### config.mk
export PLATFORM = sky130hd
export DESIGN_NAME = ex_mem_skid_stage
export DESIGN_NICKNAME = d
export VERILOG_FILES = /design/src/rtl/ex_mem_skid_stage.sv
export SDC_FILE = /design/constraint.sdc
export NUM_CORES = 1
export LEC_CHECK = 0
export CAP_MARGIN = 40
export CORE_MARGIN = 1.5
export CORE_UTILIZATION = 45
export DETAILED_ROUTE_END_ITERATION = 10
export GPL_ROUTABILITY_DRIVEN = 0
export PLACE_DENSITY = 0.72
export RECOVER_POWER = 25
export SYNTH_ARGS = -nofsm -noshare
export SYNTH_HDL_FRONTEND = slang
export SYNTH_SLANG_ARGS = --single-unit
### constraint.sdc
create_clock -name clk -period 2.7 [get_ports clk]
set_input_delay 0.675 -clock clk [delete_from_list [all_inputs] [get_ports clk]]
set_output_delay 0.675 -clock clk [all_outputs]
set_load 0.02 [all_outputs]
### src/rtl/ex_mem_skid_stage.sv
// EX->MEM pipeline register with a one-entry skid buffer, a registered ready
// and a saturating backpressure counter.
module ex_mem_skid_stage #(
  parameter int REG_WIDTH  = 32,
  parameter int CTRL_WIDTH = 22,
  parameter int CNT_WIDTH  = 16
) (
  input  logic                  clk,
  input  logic                  reset_n,
  input  logic                  flush,
  input  logic                  cnt_clr,
  input  logic                  in_valid,
  output logic                  in_ready,
  input  logic [REG_WIDTH-1:0]  in_alu_out,
  input  logic [REG_WIDTH-1:0]  in_dataB,
  input  logic [CTRL_WIDTH-1:0] in_ctrl,
  input  logic                  in_reg_write_en,
  input  logic                  in_mem_write_en,
  output logic                  out_valid,
  input  logic                  out_ready,
  output logic [REG_WIDTH-1:0]  out_alu_out,
  output logic [REG_WIDTH-1:0]  out_dataB,
  output logic [CTRL_WIDTH-1:0] out_ctrl,
  output logic                  out_reg_write_en,
  output logic                  out_mem_write_en,
  output logic [CNT_WIDTH-1:0]  stall_cnt
);

  typedef enum logic [1:0] {EMPTY, ONE, FULL} state_t;

  typedef struct packed {
    logic [REG_WIDTH-1:0]  alu_out;
    logic [REG_WIDTH-1:0]  data_b;
    logic [CTRL_WIDTH-1:0] ctrl;
    logic                  reg_write_en;
    logic                  mem_write_en;
  } entry_t;

  state_t state;
  entry_t main_q;
  entry_t skid_q;
  entry_t in_entry;
  logic   in_fire;
  logic   out_fire;

  assign in_entry = '{alu_out: in_alu_out, data_b: in_dataB, ctrl: in_ctrl,
                      reg_write_en: in_reg_write_en, mem_write_en: in_mem_write_en};
  assign in_fire  = in_valid & in_ready;
  assign out_fire = out_valid & out_ready;

  // in_ready and out_valid are flops updated alongside the state, so neither
  // has a combinational path from the opposite side of the stage.
  // NOTE: every register here uses <= so all flops sample pre-edge values;
  // blocking assignments would make the main/skid swap order-dependent.
  always_ff @(posedge clk or negedge reset_n) begin
    if (!reset_n) begin
      state     <= EMPTY;
      out_valid <= 1'b0;
      in_ready  <= 1'b1;
      // NOTE: payload flops are reset too, so out_* read 0 straight out of
      // reset rather than X; this costs reset fan-out but keeps MEM clean.
      main_q    <= '0;
      skid_q    <= '0;
    end else if (flush) begin
      state     <= EMPTY;
      out_valid <= 1'b0;
      in_ready  <= 1'b1;
    end else begin
      unique case (state)
        EMPTY: begin
          if (in_fire) begin
            main_q    <= in_entry;
            state     <= ONE;
            out_valid <= 1'b1;
          end
        end
        ONE: begin
          if (in_fire && out_fire) begin
            main_q <= in_entry;
          end else if (in_fire) begin
            skid_q   <= in_entry;
            state    <= FULL;
            in_ready <= 1'b0;
          end else if (out_fire) begin
            state     <= EMPTY;
            out_valid <= 1'b0;
          end
        end
        FULL: begin
          if (out_fire) begin
            main_q   <= skid_q;
            state    <= ONE;
            in_ready <= 1'b1;
          end
        end
        default: begin
          state     <= EMPTY;
          out_valid <= 1'b0;
          in_ready  <= 1'b1;
        end
      endcase
    end
  end

  assign out_alu_out      = main_q.alu_out;
  assign out_dataB        = main_q.data_b;
  assign out_ctrl         = main_q.ctrl;
  assign out_reg_write_en = main_q.reg_write_en & out_valid;
  assign out_mem_write_en = main_q.mem_write_en & out_valid;

  // Clear wins over a same-cycle increment; the count sticks at all-ones.
  always_ff @(posedge clk or negedge reset_n) begin
    if (!reset_n) begin
      stall_cnt <= '0;
    end else if (cnt_clr) begin
      stall_cnt <= '0;
    end else if (out_valid && !out_ready && (stall_cnt != {CNT_WIDTH{1'b1}})) begin
      stall_cnt <= stall_cnt + 1'b1;
    end
  end

endmodule

## After elaboration in Yosys (flattened, before gate mapping)

Index checks and enable logic that the tools add are counted.

- Word-level logic and storage cells: 72
- Bits in registers: 196
- Output and inout bits: 106

- Equality and inequality tests: 15
- Bitwise logic cells: 6
- Reductions and logical operators: 12
- Add/subtract/negate cells: 1
- Mux-type cells: 24

Operators with widths:

| kind | count |
|---|---|
| 88-bit two-way mux | 3 |
| 88-bit one-hot mux with 3 select lines | 1 |
| 16-bit two-way mux | 2 |
| 3-bit != test (second input constant) | 6 |
| 16-bit by 1-bit adder with 16-bit output (second input constant) | 1 |
| 16-bit != test (second input constant) | 1 |
| 2-bit two-way mux | 6 |
| 4-bit AND reduction | 3 |
| 2-bit != test (second input constant) | 5 |
| 5-bit AND reduction | 2 |
| 1-bit two-way mux | 9 |
| 1-bit one-hot mux with 3 select lines | 2 |
| 2-bit one-hot mux with 3 select lines | 1 |
| 1-bit bitwise AND | 4 |
| 4-bit != test (second input constant) | 1 |
| 1-bit logical AND | 3 |
| 3-bit nonzero test | 1 |
| 2-bit by 1-bit equality test with 1-bit output (second input constant) | 1 |
| 2-bit equality test (second input constant) | 1 |
| 2-bit logical NOT | 1 |
| 1-bit inverter | 2 |
| 2-bit nonzero test | 1 |
| 1-bit logical NOT | 1 |

## Logic depth before layout (Yosys ltp)

Gate-level depths: netlist (run 1).

- Depth after elaboration: 6
- Depth in mapped cells: 7
- Mapped depth without buffers: 5

## Worst setup path before layout (run 1)

No wires, ideal clock.

- Path type: in2reg
- Start: input out_ready
- End: register skid_q[67] (netlist name)
- Slack: 0.677 ns
- Arrival time: 1.896 ns
- Setup time: 0.128 ns
- Path buffers: 2
- Stages on the path: 5
- Cell sequence: a21bo_2 -> nor4_4 -> buf_4 -> buf_4 -> mux2_1

- Cells in the longest elaborated chain, start to end: 4

Ends and longest elaborated chain:

| item | RTL line | source |
|---|---|---|
| from (decl) | 20 | `input logic out_ready,` |
| 1-bit bitwise AND | 49 | `assign out_fire = out_valid & out_ready;` |
| 1-bit logical AND | 78 | `if (in_fire && out_fire) begin` |
| 1-bit inverter (no source line) | - |  |
| 4-bit AND reduction (no source line) | - |  |
| to (signal assigned) | 81 | `skid_q <= in_entry;` |
| to (decl) | 41 | `entry_t skid_q;` |

No other way between the ends.
A chain may end at the register's enable or synchronous reset.

## Worst setup path after layout (run 1)

- Start: register out_valid
- End: output out_mem_write_en

- Cells in the longest elaborated chain, start to end: 1

Ends and longest elaborated chain:

| item | RTL line | source |
|---|---|---|
| from (decl) | 19 | `output logic out_valid,` |
| from (signal assigned) | 58 | `out_valid <= 1'b0;` |
| from (signal assigned) | 66 | `out_valid <= 1'b0;` |
| from (signal assigned) | 74 | `out_valid <= 1'b1;` |
| 1-bit bitwise AND | 109 | `assign out_mem_write_en = main_q.mem_write_en & out_valid;` |
| to (decl) | 25 | `output logic out_mem_write_en,` |

No other way between the ends.

==> results_dict.tcl, run 1 <==
set metrics [dict create \
    status "complete, no violations" \
    clkSinkCount 196 \
    path_class "flop to output port" \
    diodes 0 \
    start_kind "flop" \
    p_comb_share_pct 34.6 \
    cts_resized 0 \
    dr.pass1.iters 4 \
    cts_buffer_depth 2 \
    final.period_utilization_pct 90.70 \
    die_h_um 147.2 \
    antenna_found_initial 0 \
    synth-compound-area-share_pct 2.287 \
    drive_gt1_share_pct 37.28 \
    dp_hpwl_um 12960 \
    fillers 1640 \
    p_switching_mw 3.548 \
    worst_clock_skew_ps 10.48 \
    rr_worst_depth 5 \
    p_seq_share_pct 42.5 \
    layout.cells.non_filler 1080 \
    drv_slew 0 \
    coreArea_um2 20300 \
    yosys_warnings 0 \
    ys_seq_area_share_pct 52.44 \
    p_int_mw 7.892 \
    cts-root-buf "clkbuf_16" \
    cts_made_buffers 17 \
    total_power_mw 11.44 \
    path_clk_slew_ps 70 \
    cts_tree "done" \
    grt_pass1_vias 6165 \
    hold_class "flop to flop" \
    gr-total-overflow 0 \
    synth_cells 680 \
    ys_types 37 \
    rsz0062_at_grt "false" \
    routed-via-count 5637 \
    ir_drop_mv 0.5397 \
    crit_path_max_fanout 10 \
    finalHoldViolCount 0 \
    fin_hold_ws_ps 483.5 \
    rows 52 \
    synth_top_family_by_area "multiplexers" \
    min_delay_path_depth 1 \
    remaining_drc_errors 0 \
    powerDensity_nw_per_um2 976.7 \
    multi_input_area_um2 3656 \
    max-cap-violations 0 \
    wirelength_um 18810 \
    max_clock_freq_ghz 0.4084 \
    ant_nets 0 \
    final-setup-viol-count 0 \
    groute.usage.overall_pct 18.09 \
    arrival_ps 1770 \
    worstSetupEndpointType "output port" \
    area_delta_synth_final_pct 25.21 \
    port_buffers 199 \
    synth_xor_area_share_pct 0 \
    power_frac_clock_pct 22.9 \
    ios 200 \
    first_iter_violations 144 \
    p_leak_nw 4.735 \
    async_flop_share_pct 100.0 \
    synth_area_per_cell_um2 13.76 \
    die_area_um2 21660 \
    rrSetupSlack_ps 700 \
    grt_max_degree 64 \
    htree_levels 4 \
    fin_nets 892 \
    syn-num-nets 775 \
    viasPerCell 5.219 \
    final-seq-area_um2 4906 \
    finalCriticalPeriod_ps 2449 \
    initial_core_util_pct 46.09 \
    worstMarginPinSlew_ps 1339 \
    die_w_um 147.2 \
    synth_seq_cells 196 \
    required_ps 2030 \
    insertion_delay_ps 430 \
    synth_ff_type "dfrtp_1" \
    fin_setup_tns_ps 0 \
    slew-limit-headroom_pct 10.73 \
    dp_cells 1048 \
    p_sw_share_pct 31.02 \
    synth_edf_count 0 \
    synth_area_um2 9355 \
    grt_first_pass_wirelength_um 31220 \
    cts_hold_buf 0 \
    routedWlPerCell_um 17.41 \
    synth.mux.area_fraction_pct 32.35 \
    yosys.area_share.simple_pct 4.146 \
    postCtsSetupRepairBufs 0 \
    yosys.area_share.adder_pct 0.1337 \
]
## cell usage after synthesis (6+ instances only)
| library cell | number | share of area (%) |
|---|---|---|
| dfrtp_1 | 195 | 52 |
| mux2_1 | 20 | 2.4 |
| buf_2 | 16 | 0.86 |
| nor2_1 | 6 | 0.24 |
| nand2_1 | 9 | 0.36 |
| a21oi_1 | 15 | 0.80 |
| mux2_2 | 247 | 30 |
| or3_1 | 6 | 0.40 |
| o31ai_1 | 7 | 0.56 |
| clkbuf_1 | 9 | 0.36 |
| buf_4 | 92 | 7.4 |
## state kept, by name, indices dropped and copies added (netlist names)
name and cells:
stall_cnt 16, state 2, out_ctrl 22, out_alu_out 32, out_dataB 32, main_q 2
out_valid 1, skid_q 88, in_ready 1
## logic make-up (layout without fill, tap and decap cells)
family	after synthesis	in the layout
AO/OA/AOI/OAI	34	34
adder cells (fa/ha/maj)	1	1
buffers and inverters	118	248
flip-flops	196	196
multiplexers	269	269
AND/OR/NAND/NOR	62	62
## worst paths after layout
check                                start                to
worst max-delay path             out_valid  out_mem_write_en
worst min-delay path            skid_q[86]        skid_q[86]
worst max register to register    in_ready     out_dataB[14]
worst min register to register  skid_q[86]        skid_q[86]
max in group asynchronous          reset_n     out_dataB[26]
min in group asynchronous          reset_n   out_alu_out[17]
## power groups by stage
stage,Sequential [mW],Combinational (mW),Clock (mW)
2_1_floorplan,4.68,3.14,0
3_3_place_gp,4.83,3.91,0
3_5_place_dp,4.91,4.02,0
4_1_cts,4.87,4.03,2.69
5_1_grt,5.04,4.22,2.81
6_report,4.86,3.96,2.62
## through the flow
step           area, µm²  util [%]  setup slack, ps
5_1_grt            11710     57.70            134.0
4_1_cts            11750     57.88            208.9
3_3_place_gp       11130     54.84            86.70
3_5_place_dp       11130     54.84            52.99
6_report           11710     57.70            251.1
2_1_floorplan       9355         -            676.5
## cell type report
class / count / share of cell area [%]
inverter: 1 / 0.03204
clock inverter: 15 / 1.645
sequential: 196 / 41.88
timing repair buffer: 215 / 18.71
multi-input combinational: 366 / 31.21
tap: 270 / 2.884
clock buffer: 17 / 3.632
## worst max-delay path, cell delays in order (launching register included)
cell and delay, ps:
dfrtp_1 520, and2_1 220, clkdlybuf4s50_1 610
## layer usage
| layer | share of wire, % | wire [µm] | GRT usage, % |
|---|---|---|---|
| met4 | 1.1 | 215 | 5.350 |
| met5 | 0 | 0 | 0 |
| met2 | 49 | 9255 | 30.54 |
| met1 | 41 | 7805 | 21.84 |
| met3 | 8.1 | 1531 | 6.273 |
## layout by cell type (no fill, tap or decap), types with 2 or more instances in the layout
master / netlist / routed
mux2_2: 247 / 247
clkdlybuf4s50_1: 0 / 198
dfrtp_1: 195 / 195
mux2_1: 20 / 20
clkbuf_16: 0 / 17
a21oi_1: 15 / 15
nand2_1: 9 / 9
o31ai_1: 7 / 7
buf_12: 0 / 7
or3_1: 6 / 6
nor2_1: 6 / 6
buf_4: 92 / 6
nand3_1: 5 / 5
nand4_1: 5 / 5
nor3_1: 5 / 5
or4_1: 5 / 5
and2_1: 4 / 4
o21ai_0: 4 / 4
inv_6: 0 / 4
nor2b_1: 4 / 3
nand2b_1: 3 / 3
clkinv_2: 0 / 3
clkinv_8: 0 / 3
inv_8: 0 / 3
nand3b_1: 2 / 2
and4_1: 2 / 2
and3_1: 2 / 2
mux2i_1: 2 / 2
o21bai_1: 2 / 2
bufinv_16: 0 / 2
clkbuf_2: 0 / 2
clkbuf_4: 0 / 2
No activity file was read; power rests on OpenSTA's default activity.
==> inputs of run 2 (changes only) <==
--- a/config.mk
+++ b/config.mk
@@ -5,6 +5,7 @@
 export SDC_FILE = /design/constraint.sdc
 export NUM_CORES = 1
 export LEC_CHECK = 0
+export ABC_CLOCK_PERIOD_IN_PS = 3100
 export CAP_MARGIN = 40
 export CORE_MARGIN = 1.5
 export CORE_UTILIZATION = 45
==> constraint.sdc (replaced) <==
create_clock -name clk -period 3.1 [get_ports clk]
set_input_delay 0.775 -clock clk [delete_from_list [all_inputs] [get_ports clk]]
set_output_delay 0.775 -clock clk [all_outputs]
set_load 0.02 [all_outputs]
==> results_dict.tcl, run 2 (synthesis results as in run 1) <==
set metrics [dict create \
    status "finished, violations left" \
    violations "max-capacitance violations, max-slew violations" \
    dr.pass1.iters 5 \
    routedWlPerCell_um 17.66 \
    worstSetupEndpointType "output port" \
    layout.cells.non_filler 1074 \
    required_ps 2320 \
    groute.usage.overall_pct 18.26 \
    ios 200 \
    total_power_mw 9.799 \
    hold_class "flop to flop" \
    p_leak_nw 4.674 \
    final.period_utilization_pct 82.39 \
    crit_path_max_fanout 10 \
    dp_cells 1042 \
    max-cap-violations 1 \
    grt_max_degree 75 \
    first_iter_violations 137 \
    cts_hold_buf 0 \
    rsz0062_at_grt "false" \
    slowest_stage "clkdlybuf4s50_1" \
    antenna_found_initial 0 \
    clkSinkCount 196 \
    finalCriticalPeriod_ps 2554 \
    powerDensity_nw_per_um2 844.5 \
    dp_hpwl_um 13100 \
    fin_nets 886 \
    ir_drop_mv 0.4212 \
    slowest_delay_ps 620 \
    viasPerCell 5.248 \
    placed_area_um2 11050 \
    fin_setup_tns_ps 0 \
    mostFrequentLayoutCells "mux2_2, clkdlybuf4s50_1, dfrtp_1" \
    ant_nets 0 \
    start_kind "flop" \
    remaining_drc_errors 0 \
    finalHoldViolCount 0 \
    path_class "flop to output port" \
    fin_hold_ws_ps 486.0 \
    initial_core_util_pct 46.09 \
    cts_made_buffers 17 \
    diodes 0 \
    largest_reg_flops 88 \
    rows 52 \
    max_clock_freq_ghz 0.3916 \
    grt_first_pass_wirelength_um 31640 \
    routed-via-count 5636 \
    final_common_cell "mux2_2" \
    cts_buffer_depth 2 \
    insertion_delay_ps 430 \
    drv_slew 73 \
    htree_levels 4 \
    postCtsSetupRepairBufs 0 \
    arrival_ps 1780 \
    gr-total-overflow 0 \
    die_area_um2 21660 \
    die_w_um 147.2 \
    cts_resized 0 \
    die_h_um 147.2 \
    regMostFlops "skid_q" \
    worstMarginPinSlew_ps 1981 \
    coreArea_um2 20300 \
    fin_area_um2 11600 \
    wirelength_um 18970 \
    drive_gt1_share_pct 36.69 \
    final-setup-viol-count 0 \
    grt_pass1_vias 6185 \
    cts_tree "done" \
    area_delta_synth_final_pct 24.02 \
    worst_clock_skew_ps 15.33 \
    path_clk_slew_ps 70 \
    slew-limit-headroom_pct -32.04 \
    fillers 1644 \
    cp_cell_sequence "and2_1, clkdlybuf4s50_1" \
    cts-root-buf "clkbuf_16" \
    port_buffers 199 \
]
[run 2: cell types whose count changed in the layout (fill, tap and decap cells not counted)]
cell        change
buf_12          -1
buf_4           -4
bufinv_16       -2
clkbuf_1        +1
clkbuf_4        -2
clkinv_2        -1
clkinv_4        +1
clkinv_8        -1
clkinvlp_4      +1
inv_6           +3
inv_8           -1
[run 2: cell type report]
type,count,area (µm²),share of cell area [%]
clock inverter,15,142.6,1.229
tap,270,337.8,2.912
sequential,196,4906,42.28
multi-input combinational,366,3656,31.51
inverter,1,3.754,0.03235
timing repair buffer,209,2131,18.37
clock buffer,17,425.4,3.667
[run 2: worst max-delay path: cells and delay by family, from the launching register on]
family,cells,cell delay [ps]
AND/OR/NAND/NOR,1,220
flip-flops,1,520
buffers and inverters,1,620
[run 2: final timing paths]
kind / startpoint / end / slack (ps) / depth (start not counted)
max: out_valid / out_mem_write_en / 550 / 2
min in group asynchronous: reset_n / skid_q[73] / 900 / 1
max reg2reg: state[1] / out_dataB[28] / 980 / 4
min reg2reg: skid_q[74] / skid_q[74] / 490 / 1
max in group asynchronous: reset_n / stall_cnt[4] / 870 / 2
min: skid_q[74] / skid_q[74] / 490 / 1
[run 2: report_power, final]
| part | switching, mW | total, mW | leakage, nW | internal [mW] |
|---|---|---|---|---|
| clock network | 1.04 | 2.11 | 0.279 | 1.07 |
| logic | 1.48 | 3.45 | 2.02 | 1.97 |
| registers | 0.581 | 4.24 | 2.37 | 3.66 |
| total | 3.10 | 9.80 | 4.67 | 6.70 |
[run 2: per-stage QoR]
stage	setup WS (ps)	util (%)
CTS	538.8	57.23
global route	453.8	57.16
global placement	313.2	54.43
floorplan	976.5	-
finish	546.1	57.16
detailed placement	242.8	54.43
[run 2: layer usage]
metal  track usage [%]  vias to the layer above  part of all wire (%)
li1                  -                     2567                     -
met1             21.29                     2871                    41
met2             30.73                      173                    49
met3             7.298                       25                   8.2
met4             5.900                        0                   1.7
met5                 0                        -                     0
==> inputs of run 3 (changes only) <==
--- a/config.mk
+++ b/config.mk
@@ -5,13 +5,13 @@
 export SDC_FILE = /design/constraint.sdc
 export NUM_CORES = 1
 export LEC_CHECK = 0
-export ABC_CLOCK_PERIOD_IN_PS = 3100
+export ABC_CLOCK_PERIOD_IN_PS = 2100
 export CAP_MARGIN = 40
 export CORE_MARGIN = 1.5
 export CORE_UTILIZATION = 45
 export DETAILED_ROUTE_END_ITERATION = 10
 export GPL_ROUTABILITY_DRIVEN = 0
-export PLACE_DENSITY = 0.72
+export PLACE_DENSITY = 0.75
 export RECOVER_POWER = 25
 export SYNTH_ARGS = -nofsm -noshare
 export SYNTH_HDL_FRONTEND = slang
==> constraint.sdc (replaced) <==
create_clock -name clk -period 2.1 [get_ports clk]
set_input_delay 0.525 -clock clk [delete_from_list [all_inputs] [get_ports clk]]
set_output_delay 0.525 -clock clk [all_outputs]
set_load 0.02 [all_outputs]
==> results_dict.tcl, run 3 (synthesis results as in run 1) <==
set metrics [dict create \
    worstSetupEndpointType "flop" \
    final_common_cell "mux2_2" \
    remaining_drc_errors 0 \
    rows 52 \
    required_ps 2410 \
    status "complete, no violations" \
    placed_area_um2 11280 \
    ir_drop_mv 0.7618 \
    powerDensity_nw_per_um2 1246 \
    ios 200 \
    coreArea_um2 20300 \
    grt_pass1_vias 6230 \
    top_layer "met4" \
    p_sw_share_pct 30.64 \
    ant_nets 0 \
    htree_levels 4 \
    p_switching_mw 4.528 \
    routed-via-count 5760 \
    start_kind "input port" \
    max_clock_freq_ghz 0.4849 \
    cts_tree "done" \
    p_int_mw 10.25 \
    die_w_um 147.2 \
    regMostFlops "skid_q" \
    crit_path_max_fanout 57 \
    diodes 0 \
    cts_buffer_depth 2 \
    die_h_um 147.2 \
    finalHoldViolCount 0 \
    cp_cell_sequence "clkdlybuf4s50_1, and2_1, nand3b_1, a21oi_4, buf_12, mux2_2" \
    grt_first_pass_wirelength_um 32510 \
    die_area_um2 21660 \
    hold_class "input port to asynchronous set/reset pin" \
    initial_core_util_pct 46.09 \
    area_delta_synth_final_pct 26.82 \
    grt_max_degree 59 \
    dr_wl_met2_um 9567 \
    final-seq-area_um2 4907 \
    first_iter_violations 267 \
    port_buffers 199 \
    mostFrequentLayoutCells "mux2_2, dfrtp_1, clkdlybuf4s50_1" \
    fin_nets 910 \
    largest_reg_flops 88 \
    viasPerCell 5.246 \
    postCtsSetupRepairBufs 0 \
    cts_made_buffers 17 \
    layout.cells.non_filler 1098 \
    dpl_worst_slack_ps -371.5 \
    p_leak_nw 4.918 \
    wirelength_um 19660 \
    total_power_mw 14.78 \
    dr.pass1.iters 4 \
    p_comb_share_pct 34.5 \
    drv_slew 0 \
    dr_wl_met3_um 1338 \
    crit_buf_inv 2 \
    insertion_delay_ps 430 \
    final.period_utilization_pct 98.21 \
    p_seq_share_pct 42.8 \
    path_clk_slew_ps 70 \
    dp_cells 1066 \
    fillers 1616 \
    drive_gt1_share_pct 38.29 \
    worst_clock_skew_ps 9.108 \
    slowest_delay_ps 570 \
    fin_area_um2 11860 \
    groute.usage.overall_pct 18.92 \
    slew-limit-headroom_pct 11.99 \
    worstMarginPinSlew_ps 1320 \
    crit_family "buffers and inverters" \
    path_class "input port to flop" \
    dp_hpwl_um 13650 \
    max-cap-violations 0 \
    finalCriticalPeriod_ps 2062 \
    final-setup-viol-count 0 \
    arrival_ps 2370 \
    gr-total-overflow 0 \
    wl_met1_um 8588 \
    power_frac_clock_pct 22.7 \
    rsz0062_at_grt "true" \
    routedWlPerCell_um 17.90 \
    slowest_stage "clkdlybuf4s50_1" \
    worst_slack_ps 37.56 \
    multi_input_area_um2 3656 \
    clkSinkCount 196 \
    antenna_found_initial 0 \
    cts-root-buf "clkbuf_16" \
]
## run 3: cell count changes in the layout (fill, tap and decap cells not counted), moves of 2 or more
cell	previous run	this run
clkdlybuf4s50_1	198	189
dlymetal6s2s_1	0	6
clkinvlp_4	1	3
dlygate4sd2_1	0	3
buf_12	6	9
clkbuf_1	1	4
bufinv_16	0	3
buf_4	2	20
clkinv_8	2	0
inv_6	7	4
## run 3: layer usage
| metal | global-route usage, % | vias up |
|---|---|---|
| met2 | 31.60 | 185 |
| met1 | 24.18 | 2943 |
| met4 | 4.600 | 0 |
| met3 | 5.621 | 11 |
| met5 | 0 | - |
| li1 | - | 2621 |
## run 3: layout make-up
| cell class | count | area share (%) |
|---|---|---|
| sequential | 196 | 41.36 |
| multi-input combinational | 366 | 30.82 |
| timing repair buffer | 233 | 19.84 |
| clock buffer | 19 | 3.649 |
| tap | 270 | 2.847 |
| clock inverter | 13 | 1.455 |
| inverter | 1 | 0.03164 |
## run 3: final timing paths
kind,slack (ps),from,endpoint,depth (start not counted)
worst max-delay path,40,out_ready,out_dataB[20],6
worst max register to register,150,stall_cnt[0],stall_cnt[4],6
max in group asynchronous,350,reset_n,skid_q[6],2
worst min-delay path,390,reset_n,out_alu_out[23],1
min in group clk,480,skid_q[75],skid_q[75],1
worst min register to register,480,skid_q[75],skid_q[75],1
## run 3: timing repair
| item | 4_1_cts | 5_1_grt |
|---|---|---|
| hold buffers | 0 | 0 |
| endpoints found under the hold margin | 0 | 0 |
| setup endpoints to repair | 4 | 11 |
| resized for setup | 4 | 6 |
| pin swaps | 0 | 0 |
## run 3: through the flow
step	setup TNS [ps]	util, %	hold WS [ps]
after global routing	-36.27	58.44	490.8
final	0	58.44	387.1
after floorplan	0	-	229.4
after detailed placement	-57110	55.57	472.0
after CTS	0	58.54	48.17
after global placement	-50860	55.57	461.0
## run 3: power by group through the flow
stage	Clock, mW	Sequential, mW	Combinational [mW]
6_report	3.35	6.33	5.10
5_1_grt	3.59	6.54	5.42
4_1_cts	3.44	6.34	5.18
3_5_place_dp	0	6.38	5.16
3_3_place_gp	0	6.28	5.00
2_1_floorplan	0	6.02	4.03
==> variant 1, RTL diff (flow settings as in run 3) <==
The 3 states of `state_t` get a one-hot encoding in 3 bits.
--- a/src/rtl/ex_mem_skid_stage.sv
+++ b/src/rtl/ex_mem_skid_stage.sv
@@ -27,5 +27,5 @@
 );
 
-  typedef enum logic [1:0] {EMPTY, ONE, FULL} state_t;
+  typedef enum logic [2:0] {EMPTY = 3'b001, ONE = 3'b010, FULL = 3'b100} state_t;
 
   typedef struct packed {
Check against the original RTL: no difference found for any inputs over 4 cycles, from zero or initial values and one cycle with reset_n low; so few cycles prove little.
==> variant 1 against run 3 <==
- worst setup slack improved by 33 ps
- area after synthesis increased by 2.4%
- critical path depth down 5
- design area is 1.3% higher
- sequential power down 23%
- wire length down 3.5%
- power decreased by 27%
- count of clock-buffer cells in the layout fell by 2
- sequential cell count increased by 1
- worst hold slack got worse by 46 ps
- die area up 2.3%
- largest cell class unchanged
- largest power group unchanged
==> variant 1: results <==
power:
  power_leakage_nw: 5.39
  ir_drop_mv: 0.505
timing:
  finalHoldWorstSlack_ps: 341
  fin_skew_ps: 13.0
yosys:
  ys_types: 46
  synth_area_leaders: "dfrtp_1 (51%), mux2_2 (29%), buf_4 (6.7%)"
  synth-seq-area-share_pct: 51.5
  syn_nets: 798
  synth_common_cells: "mux2_2 (245), dfrtp_1 (195), buf_4 (86)"
drt:
  route.met3.wl_um: 1210
  route.vias.total: 5731
  drt_iter0_drc: 189
  wl_met1_um: 8430
  met2_wirelength_um: 9200
  wl_per_cell_um: 17.0
finish:
  drive_gt1_share_pct: 40.1
  final_nets: 923
critical_path:
  regToRegStartpoint: "state[0]$_DFFE_PN1P_"
  max_stage_delay_ps: 640
  cp.arrival_ps: 1500
  ff2ff_path_depth: 5
  crit_fanout: 6
  r2r_slack_ps: 120
  r2r-end: "out_dataB[27]$_DFFE_PN0P_"
global_routing:
  grt.total_usage_pct: 17.6
  grt_pass1_wl_um: 30700
  first_global_vias: 5928
  grt_max_degree: 52
placement:
  hpwl_um: 12700
status:
  outcome: "complete, no violations"
## variant 1: cell count changes after synthesis, moves of 3 or more
cell     before  now
and3_1        2    5
nor4_1        0    4
buf_2        16   22
a21oi_1      15   10
a31oi_1       0    5
mux2_4        0   20
or3_1         6    3
o31ai_1       7    4
buf_4        92   86
nor2_1        6    9
buf_6         0    4
mux2_1       20    2
nor2b_1       4    7
inv_1         1    4
## variant 1: timing repair
item                       4_1_cts  5_1_grt
cloned                           0        0
setup endpoints to repair        6        9
resized for setup                7        9
setup buffers                    0        0
pin swaps                        0        1
## variant 1: stage by stage
stage | std cells | setup slack, ps | area (um^2)
after floorplan | 703 | 10.9 | 9580
after global placement | 1084 | -261 | 11400
after detailed placement | 1084 | -262 | 11400
after CTS | 1116 | 8.55 | 12000
after global routing | 1116 | 6.20 | 12000
final | 1116 | 70.5 | 12000
## variant 1: power breakdown
part / total [mW] / switching, mW / internal [mW]
registers: 4.86 / 0.358 / 4.50
clock network: 3.31 / 1.52 / 1.79
logic: 2.68 / 1.13 / 1.55
## variant 1: worst max path at each step
stage	end	cells past startpoint	slack [ps]	startpoint
after floorplan	stall_cnt[9]$_DFFE_PN0P_	6	10	stall_cnt[0]$_DFFE_PN0P_
after CTS	stall_cnt[5]	1	9	stall_cnt[5]$_DFFE_PN0P_
final	stall_cnt[13]	1	70	stall_cnt[13]$_DFFE_PN0P_
after global routing	stall_cnt[13]	1	6	stall_cnt[13]$_DFFE_PN0P_
after detailed placement	out_dataB[27]$_DFFE_PN0P_	6	-260	out_ready
after global placement	skid_q[43]$_DFFE_PN0P_	6	-260	in_valid
## variant 1: area by class of cell
class	count	area [um^2]
repair buffers	228	2320
clock buffers	17	425
flip-flops and latches	197	4930
clock inverters	15	168
multi-input cells	380	3810
well taps	275	344
inverters	4	15.0
fillers	1752	8940
## variant 1: cells by family (layout without fill, tap and decap cells)
| kind of cell | after synthesis | after routing | synth area share, % |
|---|---|---|---|
| XOR/XNOR | 1 | 1 | 0.0915 |
| buffers and inverters | 126 | 264 | 8.91 |
| multiplexers | 268 | 268 | 32.3 |
| AO/OA/AOI/OAI | 39 | 39 | 2.70 |
| AND/OR/NAND/NOR | 71 | 71 | 4.38 |
| flip-flops | 197 | 197 | 51.5 |
| adder cells (fa/ha/maj) | 1 | 1 | 0.131 |
## variant 1: metal layers
layer / up-vias / global-route usage (%)
met5: - / 0
met2: 139 / 28.3
met3: 10 / 6.30
met1: 2908 / 22.9
li1: 2674 / -
met4: 0 / 3.81
==> variant 2, RTL diff (flow settings as in run 3) <==
Made on the original files. `CNT_WIDTH`: 16 -> 12.
--- a/src/rtl/ex_mem_skid_stage.sv
+++ b/src/rtl/ex_mem_skid_stage.sv
@@ -4,5 +4,5 @@
   parameter int REG_WIDTH  = 32,
   parameter int CTRL_WIDTH = 22,
-  parameter int CNT_WIDTH  = 16
+  parameter int CNT_WIDTH  = 12
 ) (
   input  logic                  clk,
Ports: changed (resized stall_cnt); port bits go from 200 to 196. No check against the original RTL was run, so the function may have changed too.
==> variant 2 against run 3 <==
- combinational power increased by 13%
- power up 4.1%
- design area is 1.1% lower
- global-route usage increased by 0.50 points
- worst setup slack better by 10 ps
- area after synthesis shrank 1.9%
- wire length up 2.0%
- clock power down 2%
- sequential cell count shrank 4
- largest cell class unchanged
==> variant 2: results <==
drt:
  viasPerCell: 4.93
  met2_wirelength_um: 9890
  wl_met1_um: 8830
  drt_iter0_drc: 237
global_routing:
  grt_max_degree: 90
critical_path:
  r2r_slack_ps: 80
  crit_fanout: 12
  crit_start: "in_valid"
  setup.worst_path.end: "out_alu_out[0]$_DFFE_PN0P_"
status:
  outcome: "complete, no violations"
yosys:
  synth_compound_area_share_pct: 1.96
  ys_types: 38
  synth-seq-area-share_pct: 52.4
  synth_common_cells: "nand2_1 (271), dfrtp_1 (191), mux2_2 (157)"
  synth_xor_area_share_pct: 0.286
  synth_mux_area_share_pct: 21.7
  syn_nets: 942
clock_tree:
  ctsResizeCount: 6
placement:
  post-place-ws_ps: -408
  port_buffers: 195
  hpwl_um: 13200
  place_area_um2: 11100
power:
  finalPower_mw: 15.4
  switching_share_pct: 32.0
  ir_drop_mv: 0.647
  power_frac_seq_pct: 41.3
finish:
  final_nets: 1062
timing:
  max_slew.worst_pin.slew_ps: 1200
-- variant 2: cell types whose count changed in the layout (fill, tap and decap cells not counted), sizes merged, moves of 3 or more --
| cell | before | now |
|---|---|---|
| a21oi | 16 | 12 |
| buf | 29 | 32 |
| clkdlybuf4s50 | 189 | 184 |
| dfrtp | 195 | 191 |
| dlygate4sd2 | 3 | 6 |
| mux2 | 267 | 177 |
| nand2 | 9 | 271 |
| nor3 | 5 | 0 |
| o21ai | 4 | 7 |
| o31ai | 7 | 4 |
-- variant 2: area by class of cell --
class	instances	area, um^2	share of cell area [%]
clock inverter	12	145	1.24
clock buffer	20	447	3.81
tap	270	338	2.88
sequential	192	4810	41.0
timing repair buffer	230	2450	20.9
inverter	1	3.75	0.0320
multi-input combinational	525	3540	30.2
-- variant 2: layer usage --
metal	track usage (%)	up-vias
met5	0	-
met4	6.84	0
met3	4.23	24
met2	32.9	150
met1	24.6	3026
li1	-	2958
